`src/rtl/sha_mem_arbiter.sv`:
```
// Round-robin read arbiter: NUM_CH channel cores share one memory read port.
// Grants feed a registered issue stage. A channel-ID tag FIFO routes the
// in-order memory responses back to the channel that asked for them.
module sha_mem_arbiter #(
    parameter int NUM_CH  = 4,
    parameter int ADDR_W  = 32,
    parameter int DATA_W  = 32,
    parameter int MAX_OUT = 4
) (
    input  logic                         clk,
    input  logic                         rst_n,
    input  logic [NUM_CH-1:0]            req_vld,
    input  logic [NUM_CH*ADDR_W-1:0]     req_addr,
    output logic [NUM_CH-1:0]            req_rdy,
    output logic [NUM_CH-1:0]            rsp_vld,
    output logic [DATA_W-1:0]            rsp_data,
    output logic                         mem_addr_vld,
    output logic [ADDR_W-1:0]            mem_addr,
    input  logic                         mem_rdy,
    input  logic                         mem_data_vld,
    input  logic [DATA_W-1:0]            mem_data,
    output logic [$clog2(MAX_OUT+1)-1:0] outstanding,
    output logic                         err_unexp
);
    localparam int CW = (NUM_CH > 1) ? $clog2(NUM_CH) : 1;
    localparam int OW = $clog2(MAX_OUT+1);
    localparam int FW = $clog2(MAX_OUT);

    logic [CW-1:0] ptr;
    logic [CW-1:0] gnt_idx;
    logic          found;
    logic          can_issue;
    logic          grant;
    logic          pop;
    logic [CW-1:0] tag_mem [MAX_OUT];
    logic [FW-1:0] wr_ptr;
    logic [FW-1:0] rd_ptr;

    // Slot accounting uses the registered count only; a same-cycle pop frees
    // nothing until the next cycle. rst_n gating keeps req_rdy low in reset.
    assign can_issue = rst_n && (!mem_addr_vld || mem_rdy) && (outstanding < OW'(MAX_OUT));
    assign grant     = can_issue && found;
    assign pop       = mem_data_vld && (outstanding != '0);

    // Find the first requesting channel at or after ptr, wrapping mod NUM_CH.
    always_comb begin
        logic [CW:0] s;
        found   = 1'b0;
        gnt_idx = '0;
        s       = '0;
        for (int i = 0; i < NUM_CH; i++) begin
            s = {1'b0, ptr} + (CW+1)'(i);
            if (s >= (CW+1)'(NUM_CH)) s = s - (CW+1)'(NUM_CH);
            if (!found && req_vld[s[CW-1:0]]) begin
                found   = 1'b1;
                gnt_idx = s[CW-1:0];
            end
        end
        req_rdy = grant ? (NUM_CH'(1) << gnt_idx) : '0;
    end

    // Issue register and priority pointer; hold under memory backpressure.
    always_ff @(posedge clk or negedge rst_n) begin
        if (!rst_n) begin
            ptr          <= '0;
            mem_addr_vld <= 1'b0;
            mem_addr     <= '0;
        end else if (grant) begin
            ptr          <= (gnt_idx == CW'(NUM_CH-1)) ? '0 : gnt_idx + 1'b1;
            mem_addr_vld <= 1'b1;
            mem_addr     <= req_addr[int'(gnt_idx)*ADDR_W +: ADDR_W];
        end else if (mem_rdy) begin
            mem_addr_vld <= 1'b0;
        end
    end

    // Tag storage; contents are don't-care until written, so no reset.
    always_ff @(posedge clk) begin
        if (grant) tag_mem[wr_ptr] <= gnt_idx;
    end

    // FIFO pointers and in-flight count; occupancy equals outstanding.
    always_ff @(posedge clk or negedge rst_n) begin
        if (!rst_n) begin
            wr_ptr      <= '0;
            rd_ptr      <= '0;
            outstanding <= '0;
        end else begin
            if (grant) wr_ptr <= wr_ptr + 1'b1;
            if (pop)   rd_ptr <= rd_ptr + 1'b1;
            case ({grant, pop})
                2'b10:   outstanding <= outstanding + 1'b1;
                2'b01:   outstanding <= outstanding - 1'b1;
                default: outstanding <= outstanding;
            endcase
        end
    end

    // Steer responses to the tagged channel; flag responses nobody asked for.
    always_ff @(posedge clk or negedge rst_n) begin
        if (!rst_n) begin
            rsp_vld   <= '0;
            rsp_data  <= '0;
            err_unexp <= 1'b0;
        end else begin
            rsp_vld <= pop ? (NUM_CH'(1) << tag_mem[rd_ptr]) : '0;
            if (pop) rsp_data <= mem_data;
            if (mem_data_vld && (outstanding == '0)) err_unexp <= 1'b1;
        end
    end
endmodule

```
`config.mk`:
```
export PLATFORM = sky130hd
export DESIGN_NAME = sha_mem_arbiter
export DESIGN_NICKNAME = d
export VERILOG_FILES = /design/src/rtl/sha_mem_arbiter.sv
export SDC_FILE = /design/constraint.sdc
export NUM_CORES = 1
export LEC_CHECK = 0
export ABC_AREA = 1
export BUFFER_PORTS_ARGS = -buffer_cell sky130_fd_sc_hd__buf_4
export CAP_MARGIN = 30
export CORE_UTILIZATION = 44
export CTS_CLUSTER_SIZE = 16
export DETAILED_ROUTE_END_ITERATION = 8
export PLACE_DENSITY = 0.88
export SLEW_MARGIN = 40
export SYNTH_ARGS = -nofsm -noshare
export SYNTH_HDL_FRONTEND = slang
export SYNTH_SLANG_ARGS = --single-unit
```
`constraint.sdc`:
```
create_clock -name clk -period 2.34 [get_ports clk]
set_input_delay 0.351 -clock clk [delete_from_list [all_inputs] [get_ports clk]]
set_output_delay 0.351 -clock clk [all_outputs]
set_load 0.02 [all_outputs]
```
# After elaboration in Yosys (flattened, before gate mapping)
# Memories as Yosys holds them, arrays and structs flattened.
# Cells that the tools add are included.
# W data, S select, Z words.
classes:
  reduce_logical: 17
  order_cmp: 9
  eq_ne: 3
  addsub: 12
  muxes: 28
  n_shift: 3
op_table:
  columns: ["cell", "count"]
  rows:
  - ["$shiftx A128 B8 Y32", 1]
  - ["$mux W2", 9]
  - ["$lt A2 B3 Y1 const B", 4]
  - ["$mux W1", 12]
  - ["$ge A3 B3 Y1 const B", 3]
  - ["$bmux W1 S2", 4]
  - ["$logic_and A1 B1 Y1", 8]
  - ["$mux W4", 2]
  - ["$shl A1 B2 Y4 const A", 2]
  - ["$sub A2 B1 Y2 const B", 4]
  - ["$add A2 B1 Y2 const B", 3]
  - ["$add A2 B2 Y3 const B", 2]
  - ["$pmux W3 S2", 1]
  - ["$eq A2 B2 Y1 const B", 2]
  - ["$logic_not A1 Y1", 4]
  - ["$reduce_bool A2 Y1", 2]
  - ["$add A2 B1 Y3 const B", 1]
  - ["$add A3 B1 Y3 const B", 1]
  - ["$ge A2 B3 Y1 const B", 1]
  - ["$logic_not A3 Y1", 1]
  - ["$lt A3 B3 Y1 const B", 1]
  - ["$reduce_bool A3 Y1", 1]
  - ["$sub A3 B1 Y3 const B", 1]
  - ["$eq A2 B1 Y1 const B", 1]
  - ["$logic_or A1 B1 Y1", 1]
word_totals:
  in_bits: 168
  elab_cells: 82
  n_memories: 1
  output_inout_bits: 77
  mem_bits_rw: 8
  reg_bits: 79
memory_table:
  columns: ["memory", "words", "word_bits", "rd", "rd_clocked_by_memory_dff", "write_ports", "line_no", "source"]
  rows:
  - ["tag_mem", 4, 2, 1, 0, 1, "35", "logic [CW-1:0] tag_mem [MAX_OUT];"]

# Logic depth before layout (Yosys ltp)
depth:
  word_depth: 17
  mapped_depth: 17
  depth_no_buf: 14

# Worst setup path before layout
# Ideal clock, no wire load.
synth_timing:
  path_kind: "register -> register"
  from: "register ptr[0]"
  to: "register outstanding[2]"
  path_slack_ps: -120
  path_stages_with_launch: 16
  period_less_slack_ps: 2460
  t_arrival_ps: 2329
  setup_ps: 131
  path_cell_list: "dfrtp_1 -> buf_6 -> inv_4 -> nand2_1 -> nand3_2 -> nand2_2 -> nor2_8 -> nand3_4 -> nand2_2 -> buf_2 -> ha_1 -> inv_1 -> fa_1 -> a21oi_1 -> o21ai_0 -> xor2_1"
synth_via:
  elab_chain_cells: 17
synth_rtl:
  columns: ["element", "line_no", "source"]
  rows:
  - ["start, declared", "29", "logic [CW-1:0] ptr;"]
  - ["start signal, assigned", "69", "ptr <= (gnt_idx == CW'(NUM_CH-1)) ? '0 : gnt_idx + 1'b1;"]
  - ["branches (longest 13 deep; another with $add A2 B1 Y3)", null, null]
  - ["$mux W1 *", "54", "if (!found && req_vld[s[CW-1:0]]) begin"]
  - ["$logic_and A1 B1 Y1 *", "42", "assign grant = can_issue && found;"]
  - ["$eq A2 B1 Y1 or $eq A2 B2 Y1 (tied branches)", "91", "case ({grant, pop})"]
  - ["$pmux W3 S2 or $reduce_bool A2 Y1 (tied branches)", null, null]
  - ["end signal, assigned", "92", "2'b10: outstanding <= outstanding + 1'b1;"]
  - ["end signal, assigned", "93", "2'b01: outstanding <= outstanding - 1'b1;"]
  - ["end signal, assigned", "94", "default: outstanding <= outstanding;"]
  - ["end, declared", "22", "output logic [$clog2(MAX_OUT+1)-1:0] outstanding,"]
# Mark *: on every way between the ends. The select of a mux whose other input is x is not followed.
# A chain may end at the register's enable or synchronous reset.

# Worst setup path after layout
layout_timing:
  from: "register ptr[0]"
  to: "output port req_rdy[1]"
layout_via:
  elab_chain_cells: 16
layout_rtl:
  columns: ["element", "line_no", "source"]
  rows:
  - ["branches (longest 13 deep; another with $add A2 B1 Y3)", null, null]
  - ["$mux W2 *", "54", null]
  - ["named net gnt_idx[0]", "30", "logic [CW-1:0] gnt_idx;"]
  - ["$shl A1 B2 Y4 *", "59", "req_rdy = grant ? (NUM_CH'(1) << gnt_idx) : '0;"]
  - ["$mux W4 *", "59", null]
  - ["end, declared", "14", "output logic [NUM_CH-1:0] req_rdy,"]
# Mark *: on every way through the listed nets, which the timed path passes. The select of a mux whose other input is x is not followed.

==> flow_summary.json <==
{
  "die_area_um2": 13300,
  "p_comb_share_pct": 67.2,
  "routedWlPerCell_um": 13.3,
  "max_freq_mhz": 409,
  "clk_latency_ps": 340,
  "synth_ff_type": "dfrtp_1",
  "initial_core_util_pct": 45.9,
  "hp-class": "in -> async",
  "min_period_ps": 2440,
  "post-route-period-util_pct": 104,
  "stdcell_area_um2": 8030,
  "syn_nets": 1003,
  "end_kind": "output pin",
  "synth_async_sr_flop_share_pct": 90.8,
  "power_frac_clock_pct": 12.1,
  "antenna_left": 0,
  "synth_area_um2": 5630,
  "clk_pin_slew_ps": 70,
  "stdcell_count": 1229,
  "nets": 1234,
  "grt_pass1_wl_um": 25600,
  "drt_iter0_markers": 313,
  "cts_sinks": 87,
  "cp-start-kind": "flop",
  "yosysSeqAreaShare_pct": 39.4,
  "grt_setup_unrepaired": "true",
  "cts_made_buffers": 9,
  "grt_max_degree": 80,
  "required_ps": 1990,
  "antenna_found_initial": 0,
  "violations": "setup timing",
  "whs_ps": 121,
  "root_buffer": "clkbuf_16",
  "dpl_cell_area_um2": 7490,
  "p_leak_nw": 4.77,
  "h-tree-depth": 3,
  "cpMaxStageDelayCell": "dfrtp_2",
  "coreArea_um2": 12300,
  "p_int_w": 0.00621,
  "drt-total-wl_um": 16300,
  "drv_cap": 0,
  "crit_type": "reg -> out",
  "cts_hold_buffers": 0,
  "num_antenna_cells": 0,
  "crit_fanout": 10,
  "netlist_instances": 825,
  "dpl_worst_slack_ps": -79.2,
  "switching_power_w": 0.00633,
  "synth.distinct_cells": 29,
  "seqPwrFrac_pct": 20.7,
  "setup_ws_ps": -104,
  "vdd_ir_drop_max_mv": 0.867,
  "fin_skew_ps": 8.04,
  "grt_pass1_vias": 5525,
  "crit_arrival_ps": 2090,
  "die_w_um": 115,
  "crit_path_frequent_cell": "nand2_1",
  "setup-violations-final": 4,
  "powerDensity_nw_per_um2": 1560,
  "area_delta_synth_final_pct": 42.6,
  "drt_drc_violations_left": 0,
  "synth-edff-count": 8,
  "io_buffer_count": 244,
  "report.final.slew_viol_count": 0,
  "synth_seq_cells": 87,
  "hold_violations": 0,
  "cts_buffer_depth": 2,
  "slew_headroom_pct": 51.7,
  "max_stage_delay_ps": 440,
  "dp_cells": 1204,
  "path_cells": "clkinv_4 -> nand2_1 -> nand2_1 -> nand2_1 -> nand2_1 -> nand2_2 -> nand2_2 -> nand2_2 -> nand3_4 -> inv_4 -> ha_4 -> inv_2 -> nor2_2 -> buf_6",
  "grt-ovfl-total": 0,
  "yosysTopAreaCellShare_pct": 35.1,
  "synth_largest_area_cell": "dfrtp_1",
  "synth_area_leaders": "dfrtp_1 (35%), nand2_1 (22%), inv_1 (10%)",
  "synth.yosys.warnings": 0,
  "io_pins": 245,
  "tightest_slew_ps": 724,
  "tritoncts": "built",
  "syn_area_per_cell_um2": 6.83,
  "sw_frac_of_total_pct": 50.4,
  "rows": 40,
  "dr_total_vias": 5964,
  "status": "complete, but fails checks",
  "synth_commonest_cells": "nand2_1 (329), inv_1 (154), dfrtp_1 (79), nand3_1 (73), nand4_1 (64)",
  "dr.pass1.iters": 6,
  "drive_above_1_share_pct": 31.8,
  "synth.most_common_cell": "nand2_1",
  "vias_per_cell": 4.85,
  "dp_hpwl_um": 12100,
  "grt.total_usage_pct": 24.6,
  "die_height_um": 115,
  "gp_congestion": 0.892
}
through the flow:
step / setup TNS (ps) / total power, W / util [%]
after floorplan: 0 / 0.00840 / -
final: -383 / 0.0125 / 65.5
after detailed placement: -117 / 0.0104 / 61.1
after global placement: -3.17 / 0.0103 / 61.0
after CTS: -426 / 0.0125 / 65.3
after global routing: -1080 / 0.0136 / 65.5
kinds of logic after synthesis:
logic type | after synthesis | share of synthesized area, %
buffers and inverters | 210 | 16.6
AOI/OAI and AO/OA | 12 | 1.18
and+or+nand+nor | 502 | 39.9
xor gates and xnor gates | 4 | 0.622
DFF | 87 | 39.4
adders and majority gates | 10 | 2.35
cell type report:
cell class / count / area, um^2
Sequential cell: 87 / 2220
Clock buffer: 10 / 250
Multi-Input combinational cell: 528 / 2610
Timing Repair Buffer: 269 / 2050
Fill cell: 1056 / 4230
Tap cell: 168 / 210
Clock inverter: 6 / 73.8
Inverter: 161 / 619
state kept, by name, indices dropped and copies added (netlist names):
signal / flops
rsp_vld: 4
err_unexp: 1
rsp_data: 32
mem_addr: 32
outstanding: 3
mem_addr_vld: 1
rd_ptr: 2
ptr: 2
wr_ptr: 2
tag_mem: 8
critical path, delay by kind of cell, from the launching register on:
| family | cells | cell delay (ps) |
|---|---|---|
| DFF | 1 | 440 |
| adders and majority gates | 1 | 130 |
| buffers and inverters | 4 | 390 |
| and+or+nand+nor | 9 | 790 |
power by group through the flow:
stage          sequential [W]  combinational, W  clock (W)
5_1_grt               0.00266           0.00928    0.00164
3_5_place_dp          0.00261           0.00779          0
2_1_floorplan         0.00317           0.00523          0
6_report              0.00260           0.00842    0.00152
4_1_cts               0.00259           0.00836    0.00155
3_3_place_gp          0.00260           0.00765          0
worst paths after layout:
kind | startpoint | to | slack (ps) | cells past startpoint
max in group asynchronous | rst_n | ptr[1] | 1640 | 2
min in group clk | mem_data[27] | rsp_data[27] | 210 | 3
hold / removal | rst_n | outstanding[2] | 120 | 2
hold reg to reg | rsp_data[23] | rsp_data[23] | 480 | 2
setup reg to reg | ptr[0] | outstanding[2] | 40 | 14
setup / recovery | ptr[0] | req_rdy[1] | -100 | 14
timing repair:
item / CTS / global route
endpoints found under the setup margin: 7 / 40
pin swaps: 21 / 0
gates resized for setup: 41 / 8
setup buffers: 9 / 0
cell usage in the layout (no fill, tap or decap), drive strengths merged, types with 2 or more instances in the layout:
master	n
a21oi	2
buf	269
clkbuf	10
clkinv	2
clkinvlp	2
dfrtp	79
edfxtp	8
ha	9
inv	162
nand2	340
nand3	79
nand4	64
nor2	19
o21ai	8
xor2	3
routing by layer:
layer  track usage, %  wire length (um)
met1             29.1              6450
met2             43.1              7850
met3             5.69              1510
met4             9.78               476
met5                0                 0
Note: power is estimated with default switching activity, not from simulation.
